<file path="src/rtl/mem_pkg.sv">
// Shared types and helpers for the M-stage memory access unit.
// Holds the load/store op encoding, FSM states and bus width helpers.
package mem_pkg;

    typedef enum logic [3:0] {
        OP_NONE = 4'd0,
        OP_LB   = 4'd1,
        OP_LBU  = 4'd2,
        OP_LH   = 4'd3,
        OP_LHU  = 4'd4,
        OP_LW   = 4'd5,
        OP_SB   = 4'd6,
        OP_SH   = 4'd7,
        OP_SW   = 4'd8
    } mem_op_e;

    typedef enum logic [1:0] {
        ST_IDLE,
        ST_WAIT,
        ST_DONE
    } state_e;

    typedef enum logic [1:0] {
        SZ_BYTE,
        SZ_HALF,
        SZ_WORD
    } size_e;

    function automatic int mem_lanes(input int data_w);
        return data_w / 8;
    endfunction

    function automatic int mem_off_w(input int data_w);
        return $clog2(data_w / 8);
    endfunction

    function automatic logic op_is_load(input mem_op_e op);
        return op inside {OP_LB, OP_LBU, OP_LH, OP_LHU, OP_LW};
    endfunction

    function automatic logic op_is_store(input mem_op_e op);
        return op inside {OP_SB, OP_SH, OP_SW};
    endfunction

    function automatic size_e op_size(input mem_op_e op);
        case (op)
            OP_LB, OP_LBU, OP_SB: return SZ_BYTE;
            OP_LH, OP_LHU, OP_SH: return SZ_HALF;
            default:              return SZ_WORD;
        endcase
    endfunction

endpackage

</file>
<file path="src/rtl/mem_access_unit_load_extend.sv">
// Load lane select plus sign/zero extension of returned bus data.
// Ports: rdata (bus word), op (load op), offset (byte lane) -> data.
module load_extend
    import mem_pkg::*;
#(
    parameter int DATA_W = 32,
    parameter int OFF_W  = 2
) (
    input  logic [DATA_W-1:0] rdata,
    input  mem_op_e           op,
    input  logic [OFF_W-1:0]  offset,
    output logic [DATA_W-1:0] data
);

    logic [DATA_W-1:0] lane;

    always_comb begin
        lane = rdata >> {offset, 3'b000};
        case (op)
            OP_LB:   data = DATA_W'($signed(lane[7:0]));
            OP_LBU:  data = DATA_W'(lane[7:0]);
            OP_LH:   data = DATA_W'($signed(lane[15:0]));
            OP_LHU:  data = DATA_W'(lane[15:0]);
            OP_LW:   data = DATA_W'($signed(lane[31:0]));
            default: data = '0;
        endcase
    end

endmodule

</file>
<file path="src/rtl/mem_access_unit.sv">
// M-stage memory access unit: alignment check, registered bus request,
// pipeline stall, timeout and extended load return.
// Ports: req_* from M stage; stall/rd_*/exc_* to pipeline; m_* to memory.
module mem_access_unit
    import mem_pkg::*;
#(
    parameter int DATA_W  = 32,
    parameter int ADDR_W  = 32,
    parameter int TIMEOUT = 255
) (
    input  logic                        clk,
    input  logic                        reset,
    input  logic                        req_valid,
    input  logic [3:0]                  req_op,
    input  logic [ADDR_W-1:0]           req_addr,
    input  logic [DATA_W-1:0]           req_wdata,
    output logic                        stall,
    output logic                        rd_valid,
    output logic [DATA_W-1:0]           rd_data,
    output logic                        exc_adel,
    output logic                        exc_ades,
    output logic                        exc_bus,
    output logic                        m_req,
    output logic                        m_we,
    output logic [ADDR_W-1:0]           m_addr,
    output logic [mem_lanes(DATA_W)-1:0] m_byteen,
    output logic [DATA_W-1:0]           m_wdata,
    input  logic                        m_ack,
    input  logic [DATA_W-1:0]           m_rdata
);

    localparam int LANES = mem_lanes(DATA_W);
    localparam int OFF_W = mem_off_w(DATA_W);
    localparam int CNT_W = $clog2(TIMEOUT + 1);

    mem_op_e          op_in;
    size_e            sz_in;
    logic [OFF_W-1:0] off_in;
    logic             ld_in;
    logic             st_in;
    logic             aligned;
    logic             accept;
    logic [LANES-1:0] be_in;
    logic [DATA_W-1:0] wmask;
    logic [DATA_W-1:0] ext_data;

    state_e            state_q, state_d;
    logic [CNT_W-1:0]  cnt_q, cnt_d;
    logic              m_req_q, m_req_d;
    logic              m_we_q, m_we_d;
    logic [ADDR_W-1:0] m_addr_q, m_addr_d;
    logic [LANES-1:0]  m_byteen_q, m_byteen_d;
    logic [DATA_W-1:0] m_wdata_q, m_wdata_d;
    mem_op_e           op_q, op_d;
    logic [OFF_W-1:0]  off_q, off_d;
    logic              rd_valid_q, rd_valid_d;
    logic [DATA_W-1:0] rd_data_q, rd_data_d;
    logic              exc_bus_q, exc_bus_d;

    assign op_in  = mem_op_e'(req_op);
    assign sz_in  = op_size(op_in);
    assign off_in = req_addr[OFF_W-1:0];
    assign ld_in  = op_is_load(op_in);
    assign st_in  = op_is_store(op_in);

    always_comb begin
        aligned = 1'b1;
        be_in   = '0;
        wmask   = '0;
        unique case (1'b1)
            sz_in == SZ_BYTE: begin
                be_in = LANES'(1) << off_in;
                wmask = DATA_W'(8'hFF);
            end
            sz_in == SZ_HALF: begin
                aligned = ~req_addr[0];
                be_in   = LANES'(3) << off_in;
                wmask   = DATA_W'(16'hFFFF);
            end
            default: begin
                aligned = (req_addr[1:0] == 2'b00);
                be_in   = LANES'(15) << off_in;
                wmask   = DATA_W'(32'hFFFF_FFFF);
            end
        endcase
    end

    wire in_idle = (state_q == ST_IDLE);
    wire mem_op  = req_valid & (ld_in | st_in);

    assign accept   = in_idle & mem_op & aligned;
    assign exc_adel = in_idle & req_valid & ld_in & ~aligned;
    assign exc_ades = in_idle & req_valid & st_in & ~aligned;
    assign stall    = accept | (state_q == ST_WAIT);

    load_extend #(
        .DATA_W (DATA_W),
        .OFF_W  (OFF_W)
    ) u_load_extend (
        .rdata  (m_rdata),
        .op     (op_q),
        .offset (off_q),
        .data   (ext_data)
    );

    always_comb begin
        state_d    = state_q;
        cnt_d      = cnt_q;
        m_req_d    = m_req_q;
        m_we_d     = m_we_q;
        m_addr_d   = m_addr_q;
        m_byteen_d = m_byteen_q;
        m_wdata_d  = m_wdata_q;
        op_d       = op_q;
        off_d      = off_q;
        rd_valid_d = 1'b0;
        rd_data_d  = rd_data_q;
        exc_bus_d  = 1'b0;
        unique case (state_q)
            ST_IDLE: begin
                if (accept) begin
                    state_d    = ST_WAIT;
                    cnt_d      = '0;
                    m_req_d    = 1'b1;
                    m_we_d     = st_in;
                    m_addr_d   = {req_addr[ADDR_W-1:OFF_W], {OFF_W{1'b0}}};
                    m_byteen_d = be_in;
                    m_wdata_d  = (req_wdata & wmask) << {off_in, 3'b000};
                    op_d       = op_in;
                    off_d      = off_in;
                end
            end
            ST_WAIT: begin
                if (m_ack) begin
                    state_d    = ST_DONE;
                    m_req_d    = 1'b0;
                    m_we_d     = 1'b0;
                    rd_valid_d = op_is_load(op_q);
                    if (op_is_load(op_q)) rd_data_d = ext_data;
                end else if (cnt_q == CNT_W'(TIMEOUT - 1)) begin
                    // Final waiting cycle: give up and flag a bus error.
                    state_d   = ST_DONE;
                    cnt_d     = cnt_q + 1'b1;
                    m_req_d   = 1'b0;
                    m_we_d    = 1'b0;
                    exc_bus_d = 1'b1;
                end else begin
                    cnt_d = cnt_q + 1'b1;
                end
            end
            default: state_d = ST_IDLE;
        endcase
    end

    always_ff @(posedge clk or posedge reset) begin
        if (reset) begin
            state_q    <= ST_IDLE;
            cnt_q      <= '0;
            m_req_q    <= 1'b0;
            m_we_q     <= 1'b0;
            m_addr_q   <= '0;
            m_byteen_q <= '0;
            m_wdata_q  <= '0;
            op_q       <= OP_NONE;
            off_q      <= '0;
            rd_valid_q <= 1'b0;
            rd_data_q  <= '0;
            exc_bus_q  <= 1'b0;
        end else begin
            state_q    <= state_d;
            cnt_q      <= cnt_d;
            m_req_q    <= m_req_d;
            m_we_q     <= m_we_d;
            m_addr_q   <= m_addr_d;
            m_byteen_q <= m_byteen_d;
            m_wdata_q  <= m_wdata_d;
            op_q       <= op_d;
            off_q      <= off_d;
            rd_valid_q <= rd_valid_d;
            rd_data_q  <= rd_data_d;
            exc_bus_q  <= exc_bus_d;
        end
    end

    assign m_req    = m_req_q;
    assign m_we     = m_we_q;
    assign m_addr   = m_addr_q;
    assign m_byteen = m_byteen_q;
    assign m_wdata  = m_wdata_q;
    assign rd_valid = rd_valid_q;
    assign rd_data  = rd_data_q;
    assign exc_bus  = exc_bus_q;

endmodule

</file>
<file path="config.mk">
export PLATFORM = sky130hd
export DESIGN_NAME = mem_access_unit
export DESIGN_NICKNAME = d
export VERILOG_FILES = /design/src/rtl/mem_pkg.sv /design/src/rtl/mem_access_unit_load_extend.sv /design/src/rtl/mem_access_unit.sv
export SDC_FILE = /design/constraint.sdc
export NUM_CORES = 1
export LEC_CHECK = 0
export CAP_MARGIN = 25
export CELL_PAD_IN_SITES_DETAIL_PLACEMENT = 1
export CELL_PAD_IN_SITES_GLOBAL_PLACEMENT = 2
export CORE_ASPECT_RATIO = 1.2
export CORE_MARGIN = 2
export CORE_UTILIZATION = 27
export DETAILED_ROUTE_END_ITERATION = 7
export GPL_ROUTABILITY_DRIVEN = 0
export PLACE_DENSITY_LB_ADDON = 0.25
export REMOVE_ABC_BUFFERS = 1
export SLEW_MARGIN = 25
export SYNTH_ARGS = -nofsm -noshare
export SYNTH_HDL_FRONTEND = slang
export SYNTH_HIERARCHICAL = 1
export SYNTH_SLANG_ARGS = --single-unit
</file>
<file path="constraint.sdc">
create_clock -name clk -period 5.3 [get_ports clk]
set_clock_uncertainty 0.15 [all_clocks]
set_input_delay 1.06 -clock clk [delete_from_list [all_inputs] [get_ports clk]]
set_output_delay 1.06 -clock clk [all_outputs]
set_load 0.03 [all_outputs]
</file>
# After elaboration in Yosys (flattened, before gate mapping)
# Cells that the tools add are included.
[classes] n_addsub=1 n_eq_ne=19 shifts=5 muxes=23 bitwise=13 reduce_logical=14
[ops] cell="$pmux W32 S5" count=1
[ops] cell="$pmux W32 S2" count=1
[ops] cell="$and A32 B32 Y32" count=1
[ops] cell="$shl A32 B5 Y32" count=1
[ops] cell="$shr A32 B5 Y32" count=1
[ops] cell="$eq A4 B3 Y1 const B" count=6
[ops] cell="$eq A4 B2 Y1 const B" count=4
[ops] cell="$mux W8" count=2
[ops] cell="$pmux W8 S2" count=1
[ops] cell="$reduce_bool A5 Y1" count=2
[ops] cell="$mux W1" count=9
[ops] cell="$reduce_and A3 Y1" count=3
[ops] cell="$add A8 B1 Y8 const B" count=1
[ops] cell="$and A1 B1 Y1" count=8
[ops] cell="$eq A4 B1 Y1 const B" count=2
[ops] cell="$eq A8 B8 Y1 const B" count=1
[ops] cell="$pmux W2 S2" count=2
[ops] cell="$pmux W4 S2" count=1
[ops] cell="$logic_not A2 Y1" count=3
[ops] cell="$mux W2" count=3
[ops] cell="$pmux W1 S2" count=3
[ops] cell="$reduce_or A3 Y1" count=2
[ops] cell="$eq A2 B1 Y1 const B" count=2
[ops] cell="$eq A4 B4 Y1 const B" count=1
[ops] cell="10 further kinds" count=14
[word_totals] ff_bits=118 in_bits=104 output_inout_bits=107 elab_cells=87

# Depth between registers and ports, before layout
# Gate-level depths: netlist of the first run.
[depth] depth_word=8 depth_mapped=8 ltp_nobuf=7

# Modules after synthesis
# Netlist of the first run, hierarchy kept.
[by_module_without_submodules] mod="mem_access_unit" instances=1 cells_per_inst=528 area_per_inst_um2=5136.2 seq_area_each_um2=2952.8
[by_module_without_submodules] mod="load_extend" instances=1 cells_per_inst=106 area_per_inst_um2=860.8 seq_area_each_um2=0.0

# Least setup slack after synthesis of the first run
# OpenSTA, ideal clock, no wires.
[synth_path] path_kind="input to output" from="input port req_op[1]" to="output port exc_adel" arrival_ns=3.105 required_ns=4.090 path_slack_ns=0.985 cell_stages=7 path_buffers=2 cell_sequence="clkbuf_2 -> nor3b_1 -> or2_2 -> clkbuf_1 -> nor2_1 -> nand4_1 -> nor4b_1"
[synth_between] elab_chain_cells=7 elab_cells_between_ends=17 cone_classes="eq/ne (8); mux (2); bitwise (3); reduce/logical (4)"
[synth_lines] item="from (decl)" line_no="mem_access_unit.sv:14" text="input logic [3:0] req_op,"
[synth_lines] item="$eq A4 B2 Y1, or another cell as far along" line_no="mem_pkg.sv:38, mem_pkg.sv:46"
[synth_lines] item="$reduce_or A3 Y1" line_no="mem_pkg.sv:46" text="case (op)"
[synth_lines] item="$pmux W2 S2" line_no="mem_pkg.sv:46"
[synth_lines] item="$eq A2 B1 Y1 / $logic_not A2 Y1 (equally long branches)" line_no="mem_access_unit.sv:75, mem_access_unit.sv:71"
[synth_lines] item="$pmux W1 S2" line_no="mem_access_unit.sv:70" text="unique case (1'b1)"
[synth_lines] item="$not A1 Y1" line_no="mem_access_unit.sv:92" text="assign exc_adel = in_idle & req_valid & ld_in & ~aligned;"
[synth_lines] item="$and A1 B1 Y1 (*)" line_no="mem_access_unit.sv:92"
[synth_lines] item="to (decl)" line_no="mem_access_unit.sv:20" text="output logic exc_adel,"
# Every way passes the cells marked *; elsewhere a longest branch is shown, timed or not.

# Final worst setup path of the first run
[layout_path] from="input port req_op[0]" to="output port exc_ades"
[layout_between] elab_chain_cells=7 elab_cells_between_ends=17 cone_classes="eq/ne (8); mux (2); bitwise (3); reduce/logical (4)"
[layout_lines] item="$eq A4 B2 Y1, or another cell as far along" line_no="mem_pkg.sv:46"
[layout_lines] item="$reduce_or A3 Y1" line_no="mem_pkg.sv:46"
[layout_lines] item="$pmux W2 S2" line_no="mem_pkg.sv:46"
[layout_lines] item="$eq A2 B1 Y1 / $logic_not A2 Y1 (equally long branches)" line_no="mem_access_unit.sv:75, mem_access_unit.sv:71"
[layout_lines] item="$pmux W1 S2" line_no="mem_access_unit.sv:70"
[layout_lines] item="$not A1 Y1" line_no="mem_access_unit.sv:93" text="assign exc_ades = in_idle & req_valid & st_in & ~aligned;"
[layout_lines] item="$and A1 B1 Y1 (*)" line_no="mem_access_unit.sv:93"
[layout_lines] item="to (decl)" line_no="mem_access_unit.sv:21" text="output logic exc_ades,"
# Marked as above.

==> impl_results.md, run 1 <==
- Crit-path cells: clkdlybuf4s50_1 -> nor4b_1 -> or2_2 -> nor2_1 -> nand4_1 -> nor2_1 -> clkdlybuf4s50_1
- Cts repair resizes: 0
- Global route total overflow: 0
- # H-tree levels: 4
- Die Span Y: 167 µm
- Starting Density: 0.275
- Flops & latches, synth: 118
- Pwr dens: 496 nW/µm²
- Finished Layout Cells: around 1,100
- Final Max Tran Viols: 0
- Leakage power: a little under 4 nW
- PortBufs: about 210
- GRT Total Usage: 0.179
- Outcome: complete, but fails checks
- Max IR drop VDD: around 220 µV
- Number of setup buffers added after CTS: 0
- Vias in the first global route: just under 6,000
- Clock sinks: around 120
- Row cnt: between 50 and 60
- Post-synth EDFFs: 0
- Fin crit period: around 4.7 ns
- Hold WC Path Type: reg -> reg
- Slew @ Worst Pin: between 0.9 and 1 ns
- Number of routed nets with antenna violations: 0
- ANT cells: 0
- Full die area: roughly 23,000 µm²
- DP Area: just over 8000 µm²
- Multi-input logic area: about 2800 µm²
- Post-Synthesis Cell Area: about 6000 µm²
- FF-to-FF setup slack: approximately 3 ns
- Residual DRC: 13
- Layout Nets: ~930
- Sequential fraction of the synthesis area: 0.492
- Filler cells: 2,445
- Total power: 4.41 mW
- Mean Syn Cell Area: 9.46 µm²
- Synth async-reset ratio: 1.00
- CP max-delay cell: clkdlybuf4s50_1
- Final HPWL DP: about 15 mm
- Routed len/inst: about 19 µm
- Commonest cells after routing, fill and taps aside: clkdlybuf4s50_1 (206), nand2_1 (160), dfrtp_1 (118)
- Startpoint Class: input port
- Data required time of the worst path: between 4 and 5 ns
- Global-route wire length before repair: 33.1 mm
- Synth unique cells: 54
- Final setup fails: 0
- Post-Route WL: between 20 and 25 mm
- Inst Count DP: about 1,100
- Largest net degree at the start of global routing: 80
- Setup CP Type: in -> out
- Hold-fix buffers at CTS: 0
- Relative slew slack: 0.353
- CTS tree: done
- Die Wd: 140 µm
- Final hold vios: 0
- Final instance area: about 8900 µm²
- Synth Flop Type: dfrtp_1
- Post-Syn Instances: 634
- Failing checks: design-rule violations
- Layout cells sized above 1: 0.105
- CP Capture Type: output pin
- Area Growth Syn to Fin: 48.2%
- CTS clock-pin slew for the worst setup and hold paths: roughly 0.050 ns
- CTS buffer count: 17
- Final period util: 0.894
- Register area: roughly 3000 µm²
- DRT Pass-1 Iters: 8
- Vias: approximately 5,400
- Synthesis Warnings: 6
- Vias/cell: just under 5
- Worst-case clock buffer depth: 2
- Max-cap viol count: 0
- Most common cell after layout, fill and taps aside: clkdlybuf4s50_1
- Crit path DAT: roughly 3.5 ns
- Crit Path Max Fanout: 12
- Crit-path max cell delay: 0.69 ns
- Worst-Skew Late Latency: 0.41 ns
- Starting DRT DRC Count: between 200 and 300
- Core area: 21,800 µm²
- Io pins: 211
- Initial antenna violation count: 0
- Root cell of the clock tree: clkbuf_16
- Achievable clock frequency: 211 MHz
- RSZ-0062 raised after global routing: no
==> power breakdown <==
part / leakage, nW / internal, mW / total, mW / switching (mW)
registers: 1.52 / 1.17 / 1.35 / 0.180
logic: 2.15 / 0.793 / 1.88 / 1.09
clock network: 0.282 / 0.721 / 1.17 / 0.450
==> synth_stat cells (2+ instances only) <==
cell,number,area [µm²]
a31oi_1,2,12.5
o21ai_0,26,130
nand4_1,4,25.0
o31ai_1,5,37.5
nor3b_1,2,15.0
mux2_2,32,360
a211oi_1,16,120
ha_1,2,25.0
o221ai_1,8,70.1
xnor2_1,2,17.5
a22o_1,2,17.5
clkbuf_1,25,93.8
nor2b_1,12,75.1
nand4b_1,8,70.1
a221oi_1,8,70.1
a2bb2oi_1,6,52.6
nand2b_1,11,68.8
mux2i_1,23,230
o211ai_1,9,67.6
a21o_1,3,22.5
nor3_1,4,20.0
nand3_1,19,95.1
xor2_1,5,43.8
nand2_1,160,601
buf_6,2,22.5
inv_1,8,30.0
a21oi_1,19,95.1
nor2_1,49,184
buf_4,5,37.5
dfrtp_1,118,2950
buf_2,15,75.1
nor4b_1,2,17.5
==> flip-flops by register name (all words and copies together) (netlist names) <==
| register | count |
|---|---|
| exc_bus | 1 |
| op_q | 4 |
| m_addr | 30 |
| cnt_q | 8 |
| m_byteen | 4 |
| m_we | 1 |
| m_req | 1 |
| state_q | 2 |
| rd_data | 32 |
| rd_valid | 1 |
| off_q | 2 |
| m_wdata | 32 |
==> cell families after synthesis <==
group | share of synthesized area
flops | 0.492
compound gates | 0.126
simple gates | 0.212
xor+xnor | 0.0102
mux | 0.108
buf+inv | 0.0465
fa+ha+maj | 0.00417
other cells | 0.000625
==> critical path: cells and delay by family <==
kind,cells,cell delay (ns)
AND/OR/NAND/NOR,5,1.18
buffers and inverters,2,1.28
==> final cells by class <==
class,count,area share
multi-input cells,460,0.313
flip-flops and latches,118,0.332
repair buffers,220,0.245
inverters,8,0.00366
clock buffers,19,0.0509
well taps,274,0.0386
clock inverters,13,0.0166
==> per-layer routing <==
metal | up-vias | wire [µm] | global-route usage
met1 | 2642 | 8640 | 0.216
li1 | 2573 | - | -
met3 | 26 | 1790 | 0.0703
met2 | 168 | 9980 | 0.296
met5 | - | 0 | 0
met4 | 0 | 343 | 0.0553
==> final timing paths <==
path                                        start                      end  depth (start not counted)
min reg2reg                m_wdata[8]$_DFFE_PP0P_   m_wdata[8]$_DFFE_PP0P_                          2
max                                     req_op[0]                 exc_ades                          7
min                        m_wdata[8]$_DFFE_PP0P_   m_wdata[8]$_DFFE_PP0P_                          2
max reg2reg                state_q[0]$_DFFE_PP0P_  m_wdata[13]$_DFFE_PP0P_                          6
max in group asynchronous                   reset   rd_data[6]$_DFFE_PP0P_                          3
min in group asynchronous                   reset   m_addr[18]$_DFFE_PP0P_                          2
==> stage by stage <==
stage / worst slack [ns] / TNS [ns] / hold slack, ns / util
2_1_floorplan: -0.586 / -0.586 / 0.354 / -
3_3_place_gp: 0.663 / 0 / 0.300 / 0.381
3_5_place_dp: 0.543 / 0 / 0.311 / 0.381
4_1_cts: 0.534 / 0 / 0.325 / 0.408
5_1_grt: 0.382 / 0 / 0.353 / 0.408
6_report: 0.560 / 0 / 0.318 / 0.408
No activity file was read; power rests on OpenSTA's default activity.
==> run 2: changes to the inputs <==
--- a/config.mk
+++ b/config.mk
@@ -5,12 +5,13 @@
 export SDC_FILE = /design/constraint.sdc
 export NUM_CORES = 1
 export LEC_CHECK = 0
-export CAP_MARGIN = 25
+export CAP_MARGIN = 20
 export CELL_PAD_IN_SITES_DETAIL_PLACEMENT = 1
 export CELL_PAD_IN_SITES_GLOBAL_PLACEMENT = 2
 export CORE_ASPECT_RATIO = 1.2
 export CORE_MARGIN = 2
 export CORE_UTILIZATION = 27
+export CTS_CLUSTER_DIAMETER = 100
 export DETAILED_ROUTE_END_ITERATION = 7
 export GPL_ROUTABILITY_DRIVEN = 0
 export PLACE_DENSITY_LB_ADDON = 0.25
==> results of run 2 <==
No change in the layout: final DEF, timing and power equal those of run 1.
